## config.mk

```make
export PLATFORM = sky130hd
export DESIGN_NAME = s1423_cmp_serial
export DESIGN_NICKNAME = d
export VERILOG_FILES = /design/src/rtl/s1423_cmp_serial.sv
export SDC_FILE = /design/constraint.sdc
export NUM_CORES = 1
export LEC_CHECK = 0
export CAP_MARGIN = 5
export CORE_ASPECT_RATIO = 1.2
export CORE_UTILIZATION = 50
export CTS_CLUSTER_DIAMETER = 80
export DETAILED_ROUTE_END_ITERATION = 8
export PLACE_DENSITY_LB_ADDON = 0.25
export SYNTH_ARGS = -nofsm -noshare
export SYNTH_HDL_FRONTEND = slang
export SYNTH_SLANG_ARGS = --single-unit
```

## constraint.sdc

```tcl
create_clock -name CK -period 3.2 [get_ports CK]
set_clock_uncertainty 0.1 [all_clocks]
set_input_delay 0.32 -clock CK [delete_from_list [all_inputs] [get_ports CK]]
set_output_delay 0.32 -clock CK [all_outputs]
set_load 0.02 [all_outputs]
```

## src/rtl/s1423_cmp_serial.sv

```systemverilog
// ============================================================================
// s1423_cmp_serial : bit-serial (LSB-first) magnitude compare with qualifier
//                    and saturating hit counter.   Rev 1.0
// ============================================================================
`default_nettype none

module s1423_cmp_serial #(
  parameter int WIDTH = 5,
  parameter int CNT_W = 8
) (
  input  logic             CK,
  input  logic             RST,
  input  logic             start,
  output logic             ready,
  input  logic             sel,
  input  logic [WIDTH-1:0] a0,
  input  logic [WIDTH-1:0] a1,
  input  logic [WIDTH-1:0] b,
  input  logic [1:0]       op,
  input  logic             qual,
  output logic             done,
  output logic             result,
  output logic [CNT_W-1:0] hits,
  input  logic             clr
);

  localparam int              IDX_W = $clog2(WIDTH + 1);
  localparam logic [IDX_W-1:0] LAST  = IDX_W'(WIDTH - 1);

  typedef enum logic [1:0] {
    IDLE  = 2'd0,
    SHIFT = 2'd1,
    DONE  = 2'd2
  } state_t;

  state_t           state_q;
  logic [WIDTH-1:0] a_q, b_q;
  logic [1:0]       op_q;
  logic             qual_q;
  logic             gt_q, lt_q;
  logic [IDX_W-1:0] idx_q;
  logic             ready_q, done_q, result_q;
  logic [CNT_W-1:0] hits_q;
  logic             cmp_d;
  logic             hit_d;

  always_comb begin
    cmp_d = 1'b0;
    case (op_q)
      2'd0:    cmp_d = gt_q;
      2'd1:    cmp_d = ~lt_q;
      2'd2:    cmp_d = ~gt_q & ~lt_q;
      default: cmp_d = lt_q;
    endcase
    hit_d = cmp_d & qual_q;
  end

  always_ff @(posedge CK) begin
    if (RST) begin
      state_q  <= IDLE;
      a_q      <= '0;
      b_q      <= '0;
      op_q     <= 2'd0;
      qual_q   <= 1'b0;
      gt_q     <= 1'b0;
      lt_q     <= 1'b0;
      idx_q    <= '0;
      ready_q  <= 1'b1;
      done_q   <= 1'b0;
      result_q <= 1'b0;
      hits_q   <= '0;
    end else begin
      done_q <= 1'b0;
      case (state_q)
        IDLE: begin
          if (start) begin
            a_q     <= sel ? a1 : a0;
            b_q     <= b;
            op_q    <= op;
            qual_q  <= qual;
            gt_q    <= 1'b0;
            lt_q    <= 1'b0;
            idx_q   <= '0;
            ready_q <= 1'b0;
            state_q <= SHIFT;
          end
        end
        SHIFT: begin
          // Operands shift right so bit 0 is always the current bit; later
          // (more significant) differences overwrite earlier ones.
          if (a_q[0] & ~b_q[0]) begin
            gt_q <= 1'b1;
            lt_q <= 1'b0;
          end else if (~a_q[0] & b_q[0]) begin
            gt_q <= 1'b0;
            lt_q <= 1'b1;
          end
          a_q   <= a_q >> 1;
          b_q   <= b_q >> 1;
          idx_q <= idx_q + IDX_W'(1);
          if (idx_q == LAST) state_q <= DONE;
        end
        DONE: begin
          result_q <= hit_d;
          done_q   <= 1'b1;
          ready_q  <= 1'b1;
          state_q  <= IDLE;
          if (hit_d && (hits_q != {CNT_W{1'b1}})) hits_q <= hits_q + CNT_W'(1);
        end
        default: begin
          state_q <= IDLE;
          ready_q <= 1'b1;
        end
      endcase
      // Clear wins over a same-edge increment.
      if (clr) hits_q <= '0;
    end
  end

  assign ready  = ready_q;
  assign done   = done_q;
  assign result = result_q;
  assign hits   = hits_q;

endmodule

`default_nettype wire
```

==> key figures, run 1 <==
CTS
  – H-tree depth: 2
  – Root Buffer: clkbuf_4
  – Clock-pin slew on the worst setup and hold paths: 100 ps
  – Setup Buffers After CTS: 0
  – Post_cts resized: 0
  – Clock Sinks: 31
  – Cts hold-fix bufs: 0
  – Worst skew pair latency: 340 ps
  – CTS tree: built
  – CTS Buf Count: 5
  – Max clock buf depth: 2

STA
  – Final setup margin: 911 ps
  – Final slew viol count: 0
  – Crit share post-route: 0.715
  – Worst slew pin tran: 555 ps
  – Final Hold Vio Count: 0
  – Setup violators final: 0
  – Setup TNS: 0 ps
  – WHS: 362 ps
  – RSZ-0062 raised after global routing: false
  – Minimum clock period after layout: 2290 ps
  – Slew headroom: 0.630
  – Max Clk Rate: 437 MHz

Synthesis
  – Top cells by area, synth: dfxtp_1, nor2_1, nand2_1
  – Cells after synthesis: 170
  – Sequential fraction of the synthesis area: 0.447
  – Yosys cell types: 32
  – Yosys warning count: 0
  – Async S/R FF share, synth: 0
  – Top cell type by total area after synthesis: dfxtp_1
  – Yosys top cell area share: 0.447
  – Most used DFF post-synth: dfxtp_1
  – Most frequent cells after synthesis: dfxtp_1, nor2_1, nand2_1
  – Post-Syn Area: 1390 sq um
  – Syn_area_per_cell: 8.16 sq um
  – EDFF count, synth: 0
  – Synthesis-stage register bit count: 31
  – Post-Syn Nets: 197

Worst hold path
  – Hold Path Sink: qual_q$_SDFFE_PP0P_
  – Hold Startpoint: qual_q$_SDFFE_PP0P_
  – Hold WC Path Type: flop to flop
  – Hold path depth: 2

Finish
  – Storage cell area: 621 sq um
  – # nets final: 229
  – Layout cell share with drive strength beyond 1: 0.0640
  – Ant diodes: 0
  – Layout area overhead: 29.3%
  – Area used by multi-input combinational logic: 703 sq um
  – Fill cells: 215
  – Util after Layout: 0.696

Drt
  – Met3 WL post-DR: 160 um
  – Routed length per placed instance: 12.5 um
  – M1 wire length: 1180 um
  – WL final: 2960 um
  – ANT nets after route: 0
  – Initial DRT Pass Iterations: 5
  – Highest metal used: met4
  – Number of DRC markers in iteration 0: 42
  – Vias: 1335
  – DR vias/cell: 5.66
  – DR DRC count: 0
  – Met2 wire length: 1530 um

Place
  – Pre-CTS WS: 947 ps
  – HPWL after DPL: 2170 um
  – Gpl congestion: 0.794
  – I/O Buffers: 33

Status
  – Status: completed

Critical path
  – Reg2Reg Depth: 5
  – Crit end category: flop
  – Startpoint types: flop
  – Register-to-register setup slack: 910 ps
  – Slowest cell on crit path: or4_1
  – Max FO, Critical Path: 10
  – Critical path cell sequence: nand2b_1, or3b_4, or3_1, or4_1, a21oi_1
  – Critical path arrival: 2470 ps
  – R2R Path Start: state_q[0]$_SDFFE_PP0P_
  – Reg2reg end: hits[7]$_SDFFE_PP0P_
  – CP required: 3380 ps
  – CP max stage delay: 550 ps
  – CP Class: flop to flop

Power
  – Final total power: 0.777 mW
  – Maximum VDD drop: 0.000283 V
  – PwrDens: 433 nW/um^2
  – Cell leakage power: 0.660 nW

Global routing
  – First-pass GRT wire length: 5050 um
  – Largest net degree at the start of global routing: 25
  – Overflow after GRT: 0
  – Initial antenna violation count: 0
  – Vias in the first global route: 1235
  – GRT Overall Usage: 0.230

Floorplan
  – Starting Density: 0.538
  – Die height: 59.7 um
  – IO Pins: 34
  – Total Die Area: 2990 sq um
  – Total core area: 2580 sq um
  – Die Wd: 50.1 um
  – Num rows: 20

Job
  – Max cap viols: 0
==> area by class of cell <==
type,instances,area share
clock buffer,8,0.0384
inverter,6,0.0126
multi-input combinational,124,0.392
sequential,31,0.346
tap,33,0.0230
timing repair buffer,34,0.188
==> routing by layer <==
metal | track usage | vias up
met5 | 0 | -
met4 | 0.139 | 0
met3 | 0.0534 | 10
met2 | 0.444 | 59
met1 | 0.217 | 616
li1 | - | 650
==> layout by cell type (no fill, tap or decap), drive strengths merged, types with 2 or more instances in the layout <==
cell           count
ha                 4
xor2               2
or3                3
o31ai              2
dfxtp             31
mux2i              6
inv                6
o21ai              3
nand2             24
nor2              31
nor3               5
clkdlybuf4s50     33
clkbuf             8
nand2b             2
or4                2
nor4               2
a221oi             6
nand3              5
a311oi             4
a21oi             13
==> worst max path at each step <==
| stage | startpoint | endpoint | cells past startpoint |
|---|---|---|---|
| detailed placement | state_q[0]$_SDFFE_PP0P_ | hits[7]$_SDFFE_PP0P_ | 5 |
| CTS | state_q[0]$_SDFFE_PP0P_ | hits[7]$_SDFFE_PP0P_ | 5 |
| finish | state_q[0]$_SDFFE_PP0P_ | hits[7]$_SDFFE_PP0P_ | 5 |
| global route | state_q[0]$_SDFFE_PP0P_ | hits[5]$_SDFFE_PP0P_ | 5 |
| global placement | state_q[0]$_SDFFE_PP0P_ | hits[7]$_SDFFE_PP0P_ | 5 |
| floorplan | state_q[0]$_SDFFE_PP0P_ | hits[7]$_SDFFE_PP0P_ | 6 |
==> power by group <==
part | internal [mW] | switching [mW]
sequential | 0.403 | 0.0112
combinational | 0.0516 | 0.0511
clock | 0.129 | 0.131
==> registers in the layout, indices dropped and copies added, names as in the netlist <==
name	cells
result	1
idx_q	3
done	1
ready	1
lt_q	1
gt_q	1
b_q	5
qual_q	1
hits	8
a_q	5
state_q	2
op_q	2
==> critical path: cells and delay by family (launching register included) <==
kind,cells,cell delay (ps)
AND/OR/NAND/NOR,4,1650
AO/OA/AOI/OAI,1,150
flip-flops,1,340
==> metrics by stage <==
stage                     instance area, sq um  std cells
after floorplan                           1390        170
after global placement                    1730        228
after detailed placement                  1730        228
after CTS                                 1790        236
after global routing                      1790        236
final                                     1790        236
==> cell families after synthesis <==
kind of cell / share of synthesized area
flip-flops: 0.447
XOR/XNOR: 0.0189
adder cells (fa/ha/maj): 0.0361
multiplexers: 0.0433
AO/OA/AOI/OAI: 0.147
AND/OR/NAND/NOR: 0.261
buffers and inverters: 0.0460
Power figures use the tool's default switching activity.
==> run 2: changes to the inputs <==
--- a/config.mk
+++ b/config.mk
@@ -7,7 +7,7 @@
 export LEC_CHECK = 0
 export CAP_MARGIN = 5
 export CORE_ASPECT_RATIO = 1.2
-export CORE_UTILIZATION = 50
+export CORE_UTILIZATION = 43
 export CTS_CLUSTER_DIAMETER = 80
 export DETAILED_ROUTE_END_ITERATION = 8
 export PLACE_DENSITY_LB_ADDON = 0.25
==> constraint.sdc (replaced) <==
create_clock -name CK -period 2.1 [get_ports CK]
set_clock_uncertainty 0.1 [all_clocks]
set_input_delay 0.21 -clock CK [delete_from_list [all_inputs] [get_ports CK]]
set_output_delay 0.21 -clock CK [all_outputs]
set_load 0.02 [all_outputs]
==> run 2 against run 1 <==
Net effect: clock power increased by 17%; sequential share of layout area decreased by 0.087 points; wire length increased by 0.27%; flip-flop and latch count unchanged; sequential power increased by 53%; largest cell class unchanged; clock-buffer cell count decreased by 2; setup slack got worse by 850 ps.
==> key figures, run 2 (synthesis results as in run 1) <==
CTS
  – Root Buffer: clkbuf_4
  – H-tree depth: 2 (unchanged)
  – CTS Buf Count: 5 (unchanged)
  – Cts hold-fix bufs: 0 (unchanged)
  – Clock-pin slew on the worst setup and hold paths: 90 ps (about the same)
  – Max clock buf depth: 2 (unchanged)
  – Worst skew pair latency: 330 ps (about the same)
  – CTS tree: built
  – Setup Buffers After CTS: 0 (unchanged)
  – Clock Sinks: 31 (unchanged)

Drt
  – ANT nets after route: 0 (unchanged)
  – DR vias/cell: 5.45 (-3.7%)
  – Number of DRC markers in iteration 0: 28 (-33%)
  – DR DRC count: 0 (unchanged)
  – Routed length per placed instance: 12.4 um (-1.4%)
  – Vias: 1308 (-2.0%)
  – Initial DRT Pass Iterations: 4 (-1)
  – WL final: 2970 um (+0.27%)

Power
  – PwrDens: 602 nW/um^2 (+39%)
  – Maximum VDD drop: 0.000437 V (+55%)
  – Cell leakage power: 0.670 nW (+1.5%)
  – Final total power: 1.10 mW (+41%)

Floorplan
  – Die Wd: 53.9 um (+7.5%)
  – Total core area: 3060 sq um (+19%)
  – Die height: 64.2 um (+7.6%)
  – Num rows: 22 (+10%)
  – Starting Density: 0.454 (-0.0842)
  – IO Pins: 34 (unchanged)
  – Total Die Area: 3460 sq um (+16%)

Critical path
  – Slowest cell on crit path: or4_1
  – Crit end category: flop
  – Critical path depth: 5 (unchanged)
  – Reg2reg end: hits[7]$_SDFFE_PP0P_
  – Startpoint types: flop
  – Reg2Reg Depth: 5 (unchanged)
  – Max FO, Critical Path: 7 (-3)
  – CP required: 2260 ps (-1120 ps)
  – CP max stage delay: 520 ps (-30 ps)
  – CP Class: flop to flop
  – Critical path arrival: 2200 ps (-270 ps)
  – Critical path buffers and inverters: 0 (unchanged)
  – Register-to-register setup slack: 60 ps (-850 ps)
  – Worst setup path end: hits[7]$_SDFFE_PP0P_
  – CP delay by family, top: simple AND/OR/NAND/NOR gates
  – R2R Path Start: state_q[0]$_SDFFE_PP0P_
  – Critical path cell sequence: nand2b_4, or3b_4, or3_4, or4_1, a21oi_1
  – CP startpoint: state_q[0]$_SDFFE_PP0P_

Finish
  – Commonest non-fill, non-tap cells in the layout: clkdlybuf4s50_1, nor2_1, dfxtp_1
  – # nets final: 232 (+1.3%)
  – Max FFs per register: 8 (unchanged)
  – Layout cell share with drive strength beyond 1: 0.118 (+0.0536)
  – Cell area after layout: 1820 sq um (+1.5%)
  – Util after Layout: 0.596 (-0.100)
  – Most common cell after layout, fill and taps aside: clkdlybuf4s50_1
  – Layout area overhead: 31.2%
  – Ant diodes: 0 (unchanged)

Place
  – HPWL after DPL: 2260 um (+4.1%)
  – Dpl cell area: 1750 sq um (+1.5%)
  – Pre-CTS WS: -11.4 ps (-958 ps)
  – Gpl congestion: 0.736 (-7.2%)
  – I/O Buffers: 33 (unchanged)

Status
  – Status: completed

STA
  – Max Clk Rate: 490 MHz (+12%)
  – Crit share post-route: 0.973 (+0.257)
  – Setup violators final: 0 (unchanged)
  – Final slew viol count: 0 (unchanged)
  – Final setup margin: 57.5 ps (-854 ps)
  – Worst slew pin tran: 534 ps (-20.5 ps)
  – Slew headroom: 0.644 (+0.0137)
  – Final Hold Vio Count: 0 (unchanged)
  – Setup TNS: 0 ps (unchanged)
  – Minimum clock period after layout: 2040 ps (-246 ps)
  – RSZ-0062 raised after global routing: true

Global routing
  – Overflow after GRT: 0 (unchanged)
  – Initial antenna violation count: 0 (unchanged)
  – First-pass GRT wire length: 5250 um (+4.0%)
  – GRT Overall Usage: 0.213 (-0.0174)
  – Largest net degree at the start of global routing: 24 (-4.0%)
  – Vias in the first global route: 1278 (+3.5%)

Job
  – Max cap viols: 0 (unchanged)

Worst hold path
  – Hold path depth: 3 (+1)
  – Hold WC Path Type: input port to flop
## run 2: routing by layer
layer | track usage | part of all wire | routed length (um) | vias to the layer above
met5 | 0 | 0 | 0 | -
met4 | 0.112 | 0.024 | 72 | 0
met3 | 0.0738 | 0.037 | 109 | 7
met2 | 0.366 | 0.53 | 1580 | 24
met1 | 0.214 | 0.41 | 1200 | 617
li1 | - | - | - | 660
## run 2: through the flow
step / cells / hold WS [ps]
after floorplan: 170 / 182
after global placement: 234 / 355
after detailed placement: 234 / 369
after CTS: 240 / 316
after global routing: 240 / 330
final: 240 / 328
## run 2: worst min path at each step
| stage | from | endpoint | slack [ps] |
|---|---|---|---|
| 6_report | qual | qual_q$_SDFFE_PP0P_ | 330 |
| 5_1_grt | op[1] | op_q[1]$_SDFFE_PP0P_ | 330 |
| 4_1_cts | qual | qual_q$_SDFFE_PP0P_ | 320 |
| 3_5_place_dp | qual_q$_SDFFE_PP0P_ | qual_q$_SDFFE_PP0P_ | 370 |
| 3_3_place_gp | b_q[4]$_SDFFE_PP0P_ | b_q[4]$_SDFFE_PP0P_ | 350 |
| 2_1_floorplan | RST | b_q[0]$_SDFFE_PP0P_ | 180 |
## run 2: repair_timing
action                                  CTS  global route
gates resized for setup                   1             9
endpoints found under the setup margin    2             2
pin swaps                                 0             1
cloned                                    0             0
## run 2: layout make-up
cell class / instances / area (sq um)
sequential: 31 / 628
timing repair buffer: 37 / 360
multi-input combinational: 124 / 723
tap: 36 / 45.0
inverter: 6 / 22.5
clock buffer: 6 / 41.3
fill: 287 / 1230
## run 2: tightest hold or removal path: stages
cell and delay [ps]:
clkdlybuf4s50_1 400, nand2_1 60, a21oi_1 50
## run 2: power by group
group / switching [mW] / internal [mW]
combinational: 0.0761 / 0.0813
sequential: 0.0183 / 0.615
clock: 0.186 / 0.119
